## src/rtl/jt1943_scr_fetch_pkg.sv

```systemverilog
// Shared constants for the 1943 scroll ROM fetch stage: address widths and arbiter states.
// Latency: n/a (declarations only).
// Backpressure: n/a (declarations only).
//
// Contents: MAP_AW / GFX_AW / SDRAM_AW widths, fetch_st_t arbiter state encoding,
// rom_addr() helper that forms a wrapped SDRAM word address from a client address and offset.
package jt1943_scr_fetch_pkg;

    localparam int MAP_AW   = 14;
    localparam int GFX_AW   = 17;
    localparam int SDRAM_AW = 22;
    localparam int ROM_DW   = 16;

    typedef enum logic [2:0] {
        ST_IDLE     = 3'd0,
        ST_REQ_MAP  = 3'd1,
        ST_WAIT_MAP = 3'd2,
        ST_REQ_GFX  = 3'd3,
        ST_WAIT_GFX = 3'd4
    } fetch_st_t;

    // SDRAM word address arithmetic wraps modulo 2^SDRAM_AW by construction.
    function automatic logic [SDRAM_AW-1:0] rom_addr(
        input logic [SDRAM_AW-1:0] addr,
        input logic [SDRAM_AW-1:0] offset
    );
        return addr + offset;
    endfunction

endpackage

```

## src/rtl/jt1943_fetch_port.sv

```systemverilog
// One-entry address/data latch for a single ROM client port; flags whether the client address needs a fetch.
// Latency: write lands one edge after wr_en_i; ok_o/pending_o are combinational on the current client address.
// Backpressure: none; the arbiter decides when to fill, the client simply watches ok_o.
//
// Ports: clk, rst_n (sync, active-low); addr_i current client address; wr_en_i/wr_tag_i/wr_dat_i fill
// from the arbiter; pending_o = needs fetch; ok_o = dat_o belongs to addr_i; dat_o last fetched word.
module jt1943_fetch_port #(
    parameter int AW = 14,
    parameter int DW = 16
) (
    input  logic          clk,
    input  logic          rst_n,
    input  logic [AW-1:0] addr_i,
    input  logic          wr_en_i,
    input  logic [AW-1:0] wr_tag_i,
    input  logic [DW-1:0] wr_dat_i,
    output logic          pending_o,
    output logic          ok_o,
    output logic [DW-1:0] dat_o
);

    logic [AW-1:0] last_addr_q;
    logic          valid_q;
    logic [DW-1:0] data_q;

    always_ff @(posedge clk) begin
        if (!rst_n) begin
            last_addr_q <= '0;
            valid_q     <= 1'b0;
            data_q      <= '0;
        end else if (wr_en_i) begin
            // The tag is the address captured when the fetch was issued, not the
            // live client address, so a mid-flight change leaves ok_o low.
            last_addr_q <= wr_tag_i;
            valid_q     <= 1'b1;
            data_q      <= wr_dat_i;
        end
    end

    // Combinational on purpose: ok must drop in the same cycle the client moves.
    assign ok_o      = valid_q && (addr_i == last_addr_q);
    assign pending_o = !ok_o;
    assign dat_o     = data_q;

endmodule

```

## src/rtl/jt1943_scr_fetch.sv

```systemverilog
// ROM fetch stage for the 1943 scroll layer: serves tile-map and tile-gfx ports from one shared SDRAM slot.
// Latency: request rises the edge after a miss is seen in IDLE; data/ok update the edge after sdram_dok; hits cost zero cycles.
// Backpressure: sdram_req held until sdram_ack; clients stall by watching map_ok/scr_ok; gfx wins over map.
//
// Ports: clk, rst_n (sync, active-low); map_addr -> map_data/map_ok; scr_addr -> scrom_data/scr_ok;
// SDRAM side: sdram_req/sdram_addr out, sdram_ack/sdram_dok/sdram_data in.
module jt1943_scr_fetch
    import jt1943_scr_fetch_pkg::*;
#(
    parameter logic [SDRAM_AW-1:0] MAP_OFFSET = 22'h0,
    parameter logic [SDRAM_AW-1:0] GFX_OFFSET = 22'h10000
) (
    input  logic                clk,
    input  logic                rst_n,
    input  logic [MAP_AW-1:0]   map_addr,
    output logic [ROM_DW-1:0]   map_data,
    output logic                map_ok,
    input  logic [GFX_AW-1:0]   scr_addr,
    output logic [ROM_DW-1:0]   scrom_data,
    output logic                scr_ok,
    output logic                sdram_req,
    output logic [SDRAM_AW-1:0] sdram_addr,
    input  logic                sdram_ack,
    input  logic                sdram_dok,
    input  logic [ROM_DW-1:0]   sdram_data
);

    fetch_st_t             state_q;
    logic                  req_q;
    logic [SDRAM_AW-1:0]   addr_q;
    // Wide enough for either port; map uses the low MAP_AW bits.
    logic [GFX_AW-1:0]     tag_q;

    logic map_pending;
    logic gfx_pending;
    logic map_wr;
    logic gfx_wr;

    // Data is only accepted in the matching WAIT state, so stray dok pulses are dropped.
    assign map_wr = (state_q == ST_WAIT_MAP) && sdram_dok;
    assign gfx_wr = (state_q == ST_WAIT_GFX) && sdram_dok;

    jt1943_fetch_port #(
        .AW (MAP_AW),
        .DW (ROM_DW)
    ) u_map_port (
        .clk       (clk),
        .rst_n     (rst_n),
        .addr_i    (map_addr),
        .wr_en_i   (map_wr),
        .wr_tag_i  (tag_q[MAP_AW-1:0]),
        .wr_dat_i  (sdram_data),
        .pending_o (map_pending),
        .ok_o      (map_ok),
        .dat_o     (map_data)
    );

    jt1943_fetch_port #(
        .AW (GFX_AW),
        .DW (ROM_DW)
    ) u_gfx_port (
        .clk       (clk),
        .rst_n     (rst_n),
        .addr_i    (scr_addr),
        .wr_en_i   (gfx_wr),
        .wr_tag_i  (tag_q),
        .wr_dat_i  (sdram_data),
        .pending_o (gfx_pending),
        .ok_o      (scr_ok),
        .dat_o     (scrom_data)
    );

    always_ff @(posedge clk) begin
        if (!rst_n) begin
            state_q <= ST_IDLE;
            req_q   <= 1'b0;
            addr_q  <= '0;
            tag_q   <= '0;
        end else begin
            case (state_q)
                ST_IDLE: begin
                    // Gfx first: its deadline is half that of the map.
                    if (gfx_pending) begin
                        addr_q  <= rom_addr(SDRAM_AW'(scr_addr), GFX_OFFSET);
                        tag_q   <= scr_addr;
                        req_q   <= 1'b1;
                        state_q <= ST_REQ_GFX;
                    end else if (map_pending) begin
                        addr_q  <= rom_addr(SDRAM_AW'(map_addr), MAP_OFFSET);
                        tag_q   <= GFX_AW'(map_addr);
                        req_q   <= 1'b1;
                        state_q <= ST_REQ_MAP;
                    end
                end
                ST_REQ_MAP: begin
                    if (sdram_ack) begin
                        req_q   <= 1'b0;
                        state_q <= ST_WAIT_MAP;
                    end
                end
                ST_REQ_GFX: begin
                    if (sdram_ack) begin
                        req_q   <= 1'b0;
                        state_q <= ST_WAIT_GFX;
                    end
                end
                ST_WAIT_MAP, ST_WAIT_GFX: begin
                    // Never cancelled: the port latch takes the captured tag.
                    if (sdram_dok) begin
                        state_q <= ST_IDLE;
                    end
                end
                default: begin
                    req_q   <= 1'b0;
                    state_q <= ST_IDLE;
                end
            endcase
        end
    end

    assign sdram_req  = req_q;
    assign sdram_addr = addr_q;

endmodule

```

## config.mk

```make
export PLATFORM = sky130hd
export DESIGN_NAME = jt1943_scr_fetch
export DESIGN_NICKNAME = d
export VERILOG_FILES = /design/src/rtl/jt1943_scr_fetch_pkg.sv /design/src/rtl/jt1943_fetch_port.sv /design/src/rtl/jt1943_scr_fetch.sv
export SDC_FILE = /design/constraint.sdc
export NUM_CORES = 1
export LEC_CHECK = 0
export BUFFER_PORTS_ARGS = -buffer_cell sky130_fd_sc_hd__buf_2
export CORE_MARGIN = 10
export CORE_UTILIZATION = 40
export DETAILED_ROUTE_END_ITERATION = 12
export GPL_ROUTABILITY_DRIVEN = 0
export GPL_TIMING_DRIVEN = 0
export PLACE_DENSITY = 0.75
export SLEW_MARGIN = 20
export SYNTH_ARGS = -nofsm -noshare
export SYNTH_HDL_FRONTEND = slang
export SYNTH_SLANG_ARGS = --single-unit
```

## constraint.sdc

```tcl
create_clock -name clk -period 2.2 [get_ports clk]
set_clock_uncertainty 0.15 [all_clocks]
set_input_delay 0.44 -clock clk [delete_from_list [all_inputs] [get_ports clk]]
set_output_delay 0.44 -clock clk [all_outputs]
set_load 0.02 [all_outputs]
```

# Word-level counts from Yosys, hierarchy flattened
# Cells that the tools add are included.
dict set report word_totals {
  reg_bits 108
  latchBits 0
  ramBits 0
  romBits 0
  inputBits 51
  output_inout_bits 57
  elab_cells 48
  memories 0
}
dict set report classes {
  n_addsub 1
  n_mul 0
  div 0
  n_lt_le_gt_ge 0
  eq_ne 12
  shift 0
  mux 14
  bitwise_logic 1
  n_reduce_logical 10
}
# op count
set op_table {}
lappend op_table {{two-way mux 22 bit} 2}
lappend op_table {{two-way mux 17 bit} 2}
lappend op_table {{adder 17 x 17 -> 18 bit, second input constant} 1}
lappend op_table {{== test 17 bit} 1}
lappend op_table {{two-way mux 3 bit} 5}
lappend op_table {{== test 14 bit} 1}
lappend op_table {{case mux 3 bit (4 select lines)} 1}
lappend op_table {{inequality test 2 bit, second input constant} 4}
lappend op_table {{== test 3 x 2 -> 1 bit, second input constant} 2}
lappend op_table {{logical AND 1 bit} 4}
lappend op_table {{AND reduction 4 bit} 1}
lappend op_table {{OR reduction 2 bit} 2}
lappend op_table {{== test 3 x 1 -> 1 bit, second input constant} 1}
lappend op_table {{== test 3 bit, second input constant} 1}
lappend op_table {{zero test 3 bit} 1}
lappend op_table {{two-way mux 1 bit} 3}
lappend op_table {{inequality test 3 bit, second input constant} 1}
lappend op_table {{case mux 1 bit (3 select lines)} 1}
lappend op_table {{AND reduction 3 bit} 1}
lappend op_table {{inequality test 2 x 1 -> 1 bit, second input constant} 1}
lappend op_table {{AND reduction 2 bit} 1}
lappend op_table {{inverter 1 bit} 1}

# Logic depth before layout (Yosys ltp)
dict set report logic_depth {
  depth_word 5
  depth_mapped 7
  ltp_nobuf 5
}

# Hierarchy
# Synthesis repeated with hierarchy kept, for this count alone.
dict set report unflattened {
  hier_cells 357
  hier_area_um2 3870.0
}
# module n_inst cells_each area_per_inst_um2 seq_area_each_um2
set modules_own_cells {}
lappend modules_own_cells {{jt1943_fetch_port at u_gfx_port} 1 132 1471.4 680.7}
lappend modules_own_cells {{jt1943_fetch_port at u_map_port} 1 119 1307.5 620.6}
lappend modules_own_cells {jt1943_scr_fetch 1 106 1091.0 440.4}

# Least setup slack after synthesis
# OpenSTA, ideal clock, no wires.
dict set report synth_path {
  path_kind {input to output}
  startpoint {in scr_addr[9]}
  endpoint {out scr_ok}
  arrival_ns 1.798
  required_ns 1.610
  setup_slack_ns -0.188
  stages 6
  n_path_buf 2
  path_cell_list {xor2_1 -> nand4b_1 -> or3_1 -> clkbuf_1 -> clkbuf_1 -> nor2_1}
}
dict set report synth_between {
  elab_chain_len 2
}
# item line
set synth_rtl {}
lappend synth_rtl {{from (decl)} jt1943_scr_fetch.sv:18} ;# input logic [GFX_AW-1:0] scr_addr,
lappend synth_rtl {{== test 17 bit} jt1943_fetch_port.sv:41} ;# assign ok_o = valid_q && (addr_i == last_addr_q);
lappend synth_rtl {{logical AND 1 bit} jt1943_fetch_port.sv:41}
lappend synth_rtl {{to (decl)} jt1943_scr_fetch.sv:20} ;# output logic scr_ok,
# Every way passes these cells.

# Worst setup path in the final report
dict set report layout_path {
  startpoint {reg u_gfx_port.last_addr_q[2]}
  endpoint {out scr_ok}
}
dict set report layout_between {
  elab_chain_len 2
}
# item line
set layout_rtl {}
lappend layout_rtl {{from (decl)} jt1943_fetch_port.sv:22} ;# logic [AW-1:0] last_addr_q;
lappend layout_rtl {{from (signal assigned)} jt1943_fetch_port.sv:34} ;# last_addr_q <= wr_tag_i;
lappend layout_rtl {{== test 17 bit} jt1943_fetch_port.sv:41}
lappend layout_rtl {{logical AND 1 bit} jt1943_fetch_port.sv:41}
# Every way passes these cells.

==> key figures <==
Run status
  – Status: finished with violations
  – Failing checks: setup timing

GRT
  – Total Routing Usage GR: 18.0%
  – Met2 Usage GRT: 31.1%
  – First-pass GRT wire length: approximately 21 mm
  – Top Usage Layer GRT: met2
  – Pin count of the biggest net entering global routing: 17
  – Total grt overflow: 0
  – Vias in the first global route: 4139
  – Initial antenna violation count: 0
  – Met3 global-route usage: 4.35%
  – Met1 GRT Util: 20.6%

Detailed routing
  – Post-route ant nets: 0
  – Drt via density: 5.54
  – Routed wire per std cell: approximately 18 um
  – Initial DRC Count: 322
  – Wirelength, routed: 13.6 mm
  – DRC viols: 0
  – Via count: 4190
  – Pre-Repair DR Iteration Count: 5

Yosys
  – FFs w/ async S/R, synth: 0%
  – Cell Area, Synth: 3930 sq um
  – Post-synth top flop: dfxtp_1
  – Synth area leader: dfxtp_1
  – Synth area leaders: dfxtp_1 44%, nand2_1 12%, a21oi_1 8.5%, xnor2_1 5.8%, nand4_1 4.0%
  – EDFF count, synth: 0
  – Synthesized area per cell: 8.10 sq um
  – Synth Warn #: 0
  – Cell count after synthesis: 485
  – Sequential fraction of the synthesis area: around 44%
  – Synth unique cells: 40
  – Synth Register Bits: 87
  – Area fraction of the dominant cell type after synthesis: between 40 and 50%

STA
  – # setup viols final: 2
  – Fmax: 0.415 GHz
  – Slew @ Worst Pin: 624 ps
  – Worst hold margin: about 160 ps
  – Final hold violations: 0
  – Setup TNS: -345 ps
  – Slew Limit Headroom: 58.4%
  – Final slew viol count: 0
  – Tmin final: ~2400 ps
  – Final worst-path cycle share: 110%
  – Final setup margin: -212 ps
  – RSZ-0062 raised after global routing: yes

Power and ir drop
  – Pwr/cell area: a little under 700 nW/um^2
  – Pleak: 2.10 nW
  – Max IR drop VDD: ~0.28 mV
  – Overall power: 3.69 mW

Floorplan
  – Die extent in x: 119 um
  – Io pins: 108
  – DIE HEIGHT: 119 um
  – Starting density of the core: 40.6%
  – Row count: 36
  – Core box area: 9680 sq um
  – Die area: 14200 sq um

Layout
  – Ant. Diodes: 0
  – Final std cells w/o fill: 756
  – Share of layout cells above drive strength 1: 33.7%
  – Most frequent cells in the layout: 130 x nand2_1, 102 x buf_2, 81 x dfxtp_1
  – Final Util: 54.7%
  – Area Overhead vs Synth: 35.0%
  – Nets: 669
  – Most common cell after layout, fill and taps aside: nand2_1

Critical path
  – Crit path kind: register to output pin
  – Crit path cell chain: xnor2_2 > nand4_1 > or3_4 > nor2_4 > buf_6
  – Worst setup EP type: output pin
  – Worst path max stage delay: 470 ps
  – Launch point of the worst path: u_gfx_port.last_addr_q[2]$_SDFFE_PN0P_
  – CP delay by family, top: simple AND/OR/NAND/NOR gates
  – CP bufs+invs: 1
  – Critical Path Start Type: register
  – Critical path peak fanout: 2
  – WP data required: 1610 ps
  – FF-to-FF Start: state_q[0]$_SDFFE_PN0P_
  – Crit-path slowest cell: or3_4
  – Crit path arrival time: 1820 ps

Clock network
  – CTS tree: built
  – CTS root buf: clkbuf_8
  – H-tree depth: 3
  – Cts bufs inserted: 9
  – Worst-path clk slew: 100 ps
  – Bufs on Longest Clock Path: 2
  – Clk sink count: 87
  – Worst-skew pair later-pin latency: between 300 and 400 ps
  – Hold-fix buffer count after cts: 0

Place
  – Placed cell count: 723
  – Placed wire-length estimate: 9.82 mm
  – IO buf count: slightly above 100

Flow run
  – Max-cap violations: 0

Min path
  – HP Class: input pin to register
  – Hold Path Origin: sdram_data[9]
timing repair:
item,4_1_cts,5_1_grt
endpoints found under the setup margin,27,80
resized for setup,34,35
setup buffers,12,12
pin swaps,16,25
hold endpoints to repair,0,0
logic make-up after synthesis:
logic type / after synthesis / share of synthesized area (%)
AO/OA/AOI/OAI: 121 / 18.9
AND/OR/NAND/NOR: 203 / 24.9
flip-flops: 87 / 44.3
other: 1 / 0.0955
XOR/XNOR: 31 / 6.91
buffers and inverters: 42 / 4.81
layer usage:
layer | up-vias | routed length, um
met4 | 0 | 421
li1 | 1969 | -
met2 | 220 | 6640
met5 | - | 0
met1 | 1965 | 5320
met3 | 36 | 1230
metrics by stage:
step / area, sq um / setup WS [ps]
6_report: 5300 / -212
5_1_grt: 5300 / -274
4_1_cts: 5110 / -123
3_5_place_dp: 4620 / -467
3_3_place_gp: 4620 / -430
2_1_floorplan: 3950 / -117
cell usage after synthesis, drive strengths merged, types with 2 or more instances:
cell      n
o22ai     4
and2     15
nor3      3
and3      2
o21a      2
nand4b    2
nand2b    2
nand3     7
or3       3
buf       9
o211ai   14
nor4      3
nand2   130
a31oi    15
clkbuf   32
a41oi    14
nand4    25
a21oi    67
xor2      5
nor2      6
xnor2    26
dfxtp    87
tightest hold or removal path: stages:
cell and delay, ps:
buf_2 100, nand2_1 50, a21oi_1 50
final timing paths:
path | to | slack (ps) | cells past startpoint
hold / removal | u_gfx_port.dat_o[9]$_SDFFE_PN0P_ | 160 | 3
hold reg to reg | u_gfx_port.dat_o[9]$_SDFFE_PN0P_ | 300 | 2
setup / recovery | scr_ok | -210 | 5
setup reg to reg | tag_q[13]$_SDFFE_PN0P_ | 40 | 6
flip-flops by register name, indices dropped and copies added, names as in the netlist:
| register | cells |
|---|---|
| sdram_addr | 2 |
| sdram_req | 1 |
| state_q | 3 |
| tag_q | 16 |
| u_gfx_port.dat_o | 16 |
| u_gfx_port.last_addr_q | 17 |
| u_gfx_port.valid_q | 1 |
| u_map_port.dat_o | 16 |
| u_map_port.last_addr_q | 14 |
| u_map_port.valid_q | 1 |
power by group:
group          leakage, nW  internal, mW  total (mW)  switching, mW
sequential           0.710          1.65        1.72         0.0729
clock                0.111         0.654        1.28          0.626
combinational         1.28         0.267       0.685          0.418
total                 2.10          2.57        3.69           1.12
area by class of cell:
cell class | instances | area [sq um]
fillers | 879 | 4380
multi-input cells | 359 | 2270
flip-flops and latches | 87 | 1750
repair buffers | 124 | 684
plain buffers | 36 | 195
well taps | 133 | 166
clock buffers | 9 | 124
clock inverters | 7 | 103
inverters | 1 | 3.75
Note: power is estimated with default switching activity, not from simulation.
